### config.mk
export PLATFORM = sky130hd
export DESIGN_NAME = reg_serializer
export DESIGN_NICKNAME = d
export VERILOG_FILES = /design/src/rtl/reg_serializer_pkg.sv /design/src/rtl/reg_serializer.sv
export SDC_FILE = /design/constraint.sdc
export NUM_CORES = 1
export LEC_CHECK = 0
export CAP_MARGIN = 20
export CORE_MARGIN = 2
export CORE_UTILIZATION = 30
export DETAILED_ROUTE_END_ITERATION = 16
export SLEW_MARGIN = 20
export SYNTH_ARGS = -nofsm -noshare
export SYNTH_HDL_FRONTEND = slang
export SYNTH_SLANG_ARGS = --single-unit
### constraint.sdc
create_clock -name Clk -period 1.7 [get_ports Clk]
set_input_delay 0.34 -clock Clk [delete_from_list [all_inputs] [get_ports Clk]]
set_output_delay 0.34 -clock Clk [all_outputs]
set_load 0.01 [all_outputs]
### src/rtl/reg_serializer_pkg.sv
// Shared definitions for the datapath register library: serializer state codes
// and a constant-foldable ceiling-log2 helper.
package reg_serializer_pkg;

  typedef enum logic [1:0] {
    ST_IDLE  = 2'b00,
    ST_SHIFT = 2'b01
  } state_t;

  // Number of bits needed to index v distinct values (0 for v <= 1)
  function automatic int unsigned clog2(input int unsigned v);
    int unsigned r;
    r = 0;
    while ((64'(1) << r) < 64'(v)) r++;
    return r;
  endfunction

endpackage

### src/rtl/reg_serializer.sv
// Parallel-to-serial unload stage: captures one word on a valid/ready handshake
// and shifts it out one bit per accepted serial transfer.
module reg_serializer
  import reg_serializer_pkg::*;
#(
  parameter int unsigned DATAWIDTH = 8,
  parameter bit          MSB_FIRST = 1'b1
) (
  input  logic                 Clk,
  input  logic                 Rst,
  input  logic [DATAWIDTH-1:0] d,
  input  logic                 d_valid,
  output logic                 d_ready,
  output logic                 sout,
  output logic                 sout_valid,
  input  logic                 sout_ready,
  output logic                 sout_last,
  output logic                 busy
);

  localparam int unsigned CW = (clog2(DATAWIDTH) > 0) ? clog2(DATAWIDTH) : 1;

  state_t               state;
  logic [DATAWIDTH-1:0] shreg;
  logic [CW-1:0]        cnt;

  // Capture on acceptance, shift toward the output end on each transfer
  always_ff @(posedge Clk or negedge Rst) begin
    if (!Rst) begin
      state <= ST_IDLE;
      shreg <= '0;
      cnt   <= '0;
    end else begin
      case (state)
        ST_IDLE: begin
          if (d_valid) begin
            shreg <= d;
            cnt   <= CW'(DATAWIDTH - 1);
            state <= ST_SHIFT;
          end
        end
        ST_SHIFT: begin
          if (sout_ready) begin
            if (cnt == '0) begin
              state <= ST_IDLE;
            end else begin
              shreg <= MSB_FIRST ? (shreg << 1) : (shreg >> 1);
              cnt   <= cnt - CW'(1);
            end
          end
        end
        default: state <= ST_IDLE;
      endcase
    end
  end

  // Outputs decode only from state/shreg/cnt; d_ready is additionally held low in reset
  assign d_ready    = Rst & (state == ST_IDLE);
  assign busy       = (state == ST_SHIFT);
  assign sout_valid = busy;
  assign sout       = MSB_FIRST ? shreg[DATAWIDTH-1] : shreg[0];
  assign sout_last  = busy & (cnt == '0);

endmodule

# Word level (Yosys, flattened, before mapping)
# Cells that the tools add are included.
# W data, S select, Z words.
[totals]
ff_bits = 13
latchBits = 0
mem_bits_rw = 0
romBits = 0
n_memories = 0
[op_classes]
addsub = 1
mul = 0
n_div = 0
magnitude_cmp = 0
n_eq_ne = 5
shifts = 0
n_mux = 12
bitwise_logic = 2
n_reduce_logical = 5
[ops]
columns = ["cell", "count"]
rows = [
  ["$mux W8", 3],
  ["$pmux W8 S2", 1],
  ["$mux W3", 3],
  ["$mux W2", 3],
  ["$ne A2 B2 Y1 const B", 3],
  ["$pmux W3 S2", 1],
  ["$pmux W2 S2", 1],
  ["$reduce_and A4 Y1", 1],
  ["$logic_not A3 Y1", 1],
  ["$reduce_and A3 Y1", 1],
  ["$sub A3 B1 Y3 const B", 1],
  ["$and A1 B1 Y1", 2],
  ["$eq A2 B1 Y1 const B", 1],
  ["$logic_not A2 Y1", 1],
  ["$ne A2 B1 Y1 const B", 1],
  ["$reduce_bool A2 Y1", 1],
]

# Longest topological paths before layout
[logic_depth]
ltp_word = 4
depth_mapped = 5

# Worst setup path after synthesis
# No wires, ideal clock.
[synth_path]
path_kind = "register to register"
start = "register cnt[0]"
end = "register cnt[0]"
setup_ns = 0.125
arrival_ns = 1.363
required_time_ns = 1.575
setup_slack_ns = 0.212
stages_incl_launch_ff = 6
path_buffers = 0
cell_sequence = "dfrtp_1 inv_1 ha_1 nor2b_2 o22ai_4 mux2_2"
[synth_between]
elab_chain_cells = 4
word_cells_on_any_way = 7
classes_between = "add/sub (1); eq/ne (1); mux (3); reduce/logical (2)"
[synth_rtl]
columns = ["item", "line", "source"]
rows = [
  ["start, declared", "reg_serializer.sv:25", "logic [CW-1:0] cnt;"],
  ["start signal, assigned", "reg_serializer.sv:38", "cnt <= CW'(DATAWIDTH - 1);"],
  ["start signal, assigned", "reg_serializer.sv:48", "cnt <= cnt - CW'(1);"],
  ["$sub A3 B1 Y3", "reg_serializer.sv:48", ""],
  ["$mux W3", "reg_serializer.sv:44", "if (cnt == '0) begin"],
  ["$mux W3", "reg_serializer.sv:43", "if (sout_ready) begin"],
  ["$pmux W3 S2", "reg_serializer.sv:34", "case (state)"],
]
# Several ways; a longest one is shown, not always the timed one. The select of a mux whose other input is x is not followed.
# A chain may end at the register's enable or synchronous reset.

# Final worst setup path
[layout_path]
start = "register cnt[0]"
end = "output port sout_last"
[layout_between]
elab_chain_cells = 2
[layout_rtl]
columns = ["item", "line", "source"]
rows = [
  ["$logic_not A3 Y1", "reg_serializer.sv:62", "assign sout_last = busy & (cnt == '0);"],
  ["$and A1 B1 Y1", "reg_serializer.sv:62", ""],
  ["end, declared", "reg_serializer.sv:17", "output logic sout_last,"],
]
# Every way passes these cells.

==> flow_summary.html <==
<table>
<tr><th>Metric</th><th>Value</th></tr>
<tr><th colspan="2">Timing</th></tr>
<tr><td>Remaining max-slew budget at the tightest pin</td><td>0.889</td></tr>
<tr><td>Number of hold-slack violations in the final timing report</td><td>0</td></tr>
<tr><td>Setup repair after global routing missed its margin</td><td>false</td></tr>
<tr><td>Final cycle utilization of the critical path</td><td>0.963</td></tr>
<tr><td>Final total negative setup slack</td><td>0 ps</td></tr>
<tr><td>Fin Clk Skew</td><td>0.638 ps</td></tr>
<tr><td>Count of pins over their slew limit</td><td>0</td></tr>
<tr><td>Shortest period the worst path allows</td><td>1640 ps</td></tr>
<tr><td>Slew at the pin closest to its max-slew limit</td><td>165 ps</td></tr>
<tr><td>Final setup vio count</td><td>0</td></tr>
<tr><td>Achievable Freq</td><td>0.611 GHz</td></tr>
<tr><th colspan="2">Synthesis</th></tr>
<tr><td>Leading register cell type out of synthesis</td><td>sky130_fd_sc_hd__dfrtp_1</td></tr>
<tr><td>Library cells used by synthesis</td><td>21</td></tr>
<tr><td>Mux share of post-synthesis cell area</td><td>0.300</td></tr>
<tr><td>Number of enable flip-flop cells after synthesis</td><td>0</td></tr>
<tr><td>Sequential share of the synthesized area</td><td>0.440</td></tr>
<tr><td>Post-synthesis register bit count</td><td>12</td></tr>
<tr><td>Cell count after synthesis</td><td>52</td></tr>
<tr><td>Post-synthesis async set-or-reset flop share</td><td>1.00</td></tr>
<tr><td>Warning count from the yosys run</td><td>0</td></tr>
<tr><td>Area share of the largest cell type after synthesis</td><td>0.440</td></tr>
<tr><td>Synthesized cell area</td><td>683 sq um</td></tr>
<tr><td>Dominant combinational cell family by area after synthesis</td><td>multiplexers</td></tr>
<tr><td>Simple-gate area share of the yosys netlist</td><td>0.0769</td></tr>
<tr><td>Fraction of the mapped netlist area in adder cells</td><td>0.0366</td></tr>
<tr><td>Synth area leaders</td><td>sky130_fd_sc_hd__dfrtp_1 (44%), sky130_fd_sc_hd__mux2_2 (20%), sky130_fd_sc_hd__mux2_4 (8.8%), sky130_fd_sc_hd__ha_1 (3.7%), sky130_fd_sc_hd__o22ai_4 (2.9%)</td></tr>
<tr><td>Post-Synthesis Mean Instance Area</td><td>13.1 sq um</td></tr>
<tr><td>Xor-xnor portion of the synthesized cell area</td><td>0</td></tr>
<tr><td>Compound-gate portion of the synthesized area</td><td>0.0751</td></tr>
<tr><td>Net Count, Synth</td><td>66</td></tr>
<tr><td>Cell taking the most area after synthesis</td><td>sky130_fd_sc_hd__dfrtp_1</td></tr>
<tr><th colspan="2">GRT</th></tr>
<tr><td>Aggregate global-route resource usage</td><td>0.106</td></tr>
<tr><td>Vias in the first global route</td><td>465</td></tr>
<tr><td>M1 GR Usage</td><td>0.120</td></tr>
<tr><td>Met2 routing resource usage after global routing</td><td>0.162</td></tr>
<tr><td>Global routing usage on met3</td><td>0.0460</td></tr>
<tr><td>Grt peak-use layer</td><td>met2</td></tr>
<tr><td>Global-route wire length before repair</td><td>1.99 mm</td></tr>
<tr><td>GR Overflow Total</td><td>0</td></tr>
<tr><td>Antenna violations before repair</td><td>0</td></tr>
<tr><td>Pin count of the biggest net entering global routing</td><td>13</td></tr>
<tr><th colspan="2">Critical path</th></tr>
<tr><td>Number of cells traversed by the worst register-to-register path</td><td>7</td></tr>
<tr><td>Worst endpoint required time</td><td>1360 ps</td></tr>
<tr><td>Worst r2r src</td><td>cnt[0]</td></tr>
<tr><td>Critical path capture point</td><td>sout_last</td></tr>
<tr><td>Type of element capturing the critical path</td><td>primary output</td></tr>
<tr><td>Critical setup path kind</td><td>flop to primary output</td></tr>
<tr><td>Reg-to-reg setup timing slack</td><td>70 ps</td></tr>
<tr><td>Worst flop-to-flop path endpoint</td><td>shreg[2]</td></tr>
<tr><td>Critical path startpoint</td><td>cnt[0]</td></tr>
<tr><td>Largest fanout of any net on the critical path</td><td>2</td></tr>
<tr><td>Kind of launch point of the worst setup path</td><td>flop</td></tr>
<tr><td>CP Data Arrival Time</td><td>1300 ps</td></tr>
<tr><th colspan="2">Floorplan</th></tr>
<tr><td>Width of the die</td><td>51.7 microns</td></tr>
<tr><td>Area of the die</td><td>2670 sq um</td></tr>
<tr><td>Number of rows in the core area</td><td>17</td></tr>
<tr><td>Core Box Area</td><td>2190 sq um</td></tr>
<tr><td>Initial Utilization</td><td>0.312</td></tr>
<tr><td>I/O pin count</td><td>17</td></tr>
<tr><td>Die Span Y</td><td>51.7 microns</td></tr>
<tr><th colspan="2">Place</th></tr>
<tr><td>Post-detail-place hpwl</td><td>925 microns</td></tr>
<tr><td>GP Congestion</td><td>0.640</td></tr>
<tr><td>Port Buffer Count</td><td>16</td></tr>
<tr><td>Placed cell area</td><td>940 sq um</td></tr>
<tr><th colspan="2">Clock network</th></tr>
<tr><td>Clk pin slew, worst setup/hold paths</td><td>80 ps</td></tr>
<tr><td>Deepest level of the CTS H-tree</td><td>1</td></tr>
<tr><td>Post-CTS Hold Buffers</td><td>0</td></tr>
<tr><td>Number of buffers inserted during clock tree synthesis</td><td>3</td></tr>
<tr><td>TritonCTS clock tree</td><td>done</td></tr>
<tr><td>Number of clock sinks</td><td>12</td></tr>
<tr><td>Clk_lat worst skew</td><td>270 ps</td></tr>
<tr><td>Maximum buffer depth of the clock tree</td><td>2</td></tr>
<tr><td>CTS Root Buffer Type</td><td>sky130_fd_sc_hd__clkbuf_4</td></tr>
<tr><th colspan="2">Final layout</th></tr>
<tr><td>Area added between synthesis and finish</td><td>45.4%</td></tr>
<tr><td>End-of-flow core utilization</td><td>0.453</td></tr>
<tr><td>Layout fillers</td><td>208</td></tr>
<tr><td>Final instance area</td><td>993 sq um</td></tr>
<tr><td>Share of final-layout standard cells stronger than drive strength 1</td><td>0.469</td></tr>
<tr><td>Layout net count</td><td>96</td></tr>
<tr><td>Most frequent cells in the layout</td><td>sky130_fd_sc_hd__mux2_2 (12), sky130_fd_sc_hd__dfrtp_1 (12), sky130_fd_sc_hd__clkdlybuf4s50_1 (12)</td></tr>
<tr><td>ANT cells</td><td>0</td></tr>
<tr><th colspan="2">Power and ir drop</th></tr>
<tr><td>Int Pwr</td><td>1.14 mW</td></tr>
<tr><td>Share of total power in sequential cells</td><td>0.296</td></tr>
<tr><td>Net Switching</td><td>479 uW</td></tr>
<tr><td>Clock power frac</td><td>0.140</td></tr>
<tr><td>Worst IR Drop VDD</td><td>0.000650 V</td></tr>
<tr><td>Pwr per Cell Area</td><td>1630 nW/um^2</td></tr>
<tr><td>Static Leak</td><td>0.482 nW</td></tr>
<tr><td>Portion of total power attributed to combinational logic</td><td>0.563</td></tr>
<tr><td>Switching share of total power</td><td>0.295</td></tr>
<tr><td>Overall power of the completed layout</td><td>1.62 mW</td></tr>
<tr><th colspan="2">Route</th></tr>
<tr><td>Via-per-instance ratio</td><td>4.35</td></tr>
<tr><td>Number of nets with antenna violations after detailed routing</td><td>0</td></tr>
<tr><td>Starting DRT DRC Count</td><td>2</td></tr>
<tr><td>DRC violation count after routing</td><td>0</td></tr>
<tr><td>Total via count after detailed routing</td><td>474</td></tr>
<tr><td>Avg WL per Cell</td><td>10.9 microns</td></tr>
<tr><td>Wire length after detailed routing</td><td>1.18 mm</td></tr>
<tr><td>TritonRoute pass-1 iters</td><td>4</td></tr>
<tr><th colspan="2">Outcome</th></tr>
<tr><td>Result of the run</td><td>complete, no violations</td></tr>
<tr><th colspan="2">Flow run</th></tr>
<tr><td>Max cap viols</td><td>0</td></tr>
<tr><th colspan="2">Hold path</th></tr>
<tr><td>Classification of the worst-slack hold path</td><td>input port to async pin</td></tr>
</table>
==> worst max-delay path, cell delays in order, from the launching register on <==
cell and delay, ps:
sky130_fd_sc_hd__dfrtp_1 350, sky130_fd_sc_hd__inv_1 50, sky130_fd_sc_hd__ha_1 190, sky130_fd_sc_hd__nor2b_2 160
sky130_fd_sc_hd__and2_4 160, sky130_fd_sc_hd__buf_6 110
==> kinds of logic after synthesis <==
group	after synthesis
AOI/OAI and AO/OA	6
adders and majority gates	2
buffers and inverters	7
DFF	12
muxes	17
and+or+nand+nor	8
==> repair_timing <==
| action | 4_1_cts | 5_1_grt |
|---|---|---|
| setup endpoints to repair | 4 | 3 |
| buffers inserted | 1 | 0 |
| pin swaps | 0 | 0 |
| resized for setup | 7 | 3 |
| hold endpoints to repair | 0 | 0 |
==> flip-flops by register name, summed over array words and instances, names as in the netlist <==
register and count:
cnt 3, shreg 8, state 1
==> power by group through the flow <==
| stage | sequential, mW | clock, mW | combinational (mW) |
|---|---|---|---|
| final | 0.481 | 0.228 | 0.915 |
| after global routing | 0.499 | 0.248 | 1.00 |
| after CTS | 0.483 | 0.236 | 0.927 |
| after detailed placement | 0.494 | 0 | 0.898 |
| after global placement | 0.491 | 0 | 0.885 |
| after floorplan | 0.485 | 0 | 0.598 |
==> cell usage after synthesis, drive strengths merged (2+ instances only) <==
library cell,instances
dfrtp,12
nand2,3
ha,2
inv,4
o21ai,2
mux2,16
buf,3
==> through the flow <==
step / hold WS, ps / setup WS, ps / instances
5_1_grt: 405 / 1.89 / 109
3_3_place_gp: 490 / -138 / 104
2_1_floorplan: 44.4 / 212 / 52
3_5_place_dp: 494 / -129 / 104
6_report: 397 / 62.2 / 109
4_1_cts: 397 / 2.35 / 109
==> how the worst min path moves through the flow <==
stage	start	to	slack, ps	cells after the start
3_5_place_dp	shreg[4]	shreg[4]	490	1
5_1_grt	Rst	shreg[0]	400	2
6_report	Rst	shreg[6]	400	2
4_1_cts	Rst	shreg[4]	400	2
2_1_floorplan	Rst	cnt[0]	40	0
3_3_place_gp	cnt[1]	cnt[1]	490	1
==> final cells by class <==
cell class,instances,area (sq um),area share
clock buffer,4,36.3,0.0365
sequential,12,300,0.302
multi-input combinational,33,335,0.338
timing repair buffer,28,272,0.273
tap,28,35.0,0.0353
inverter,4,15.0,0.0151
==> metal layers <==
metal | wire (microns) | vias to the layer above
li1 | - | 235
met1 | 538 | 223
met2 | 549 | 14
met3 | 84 | 2
met4 | 10 | 0
met5 | 0 | -
Note: power is estimated with default switching activity, not from simulation.
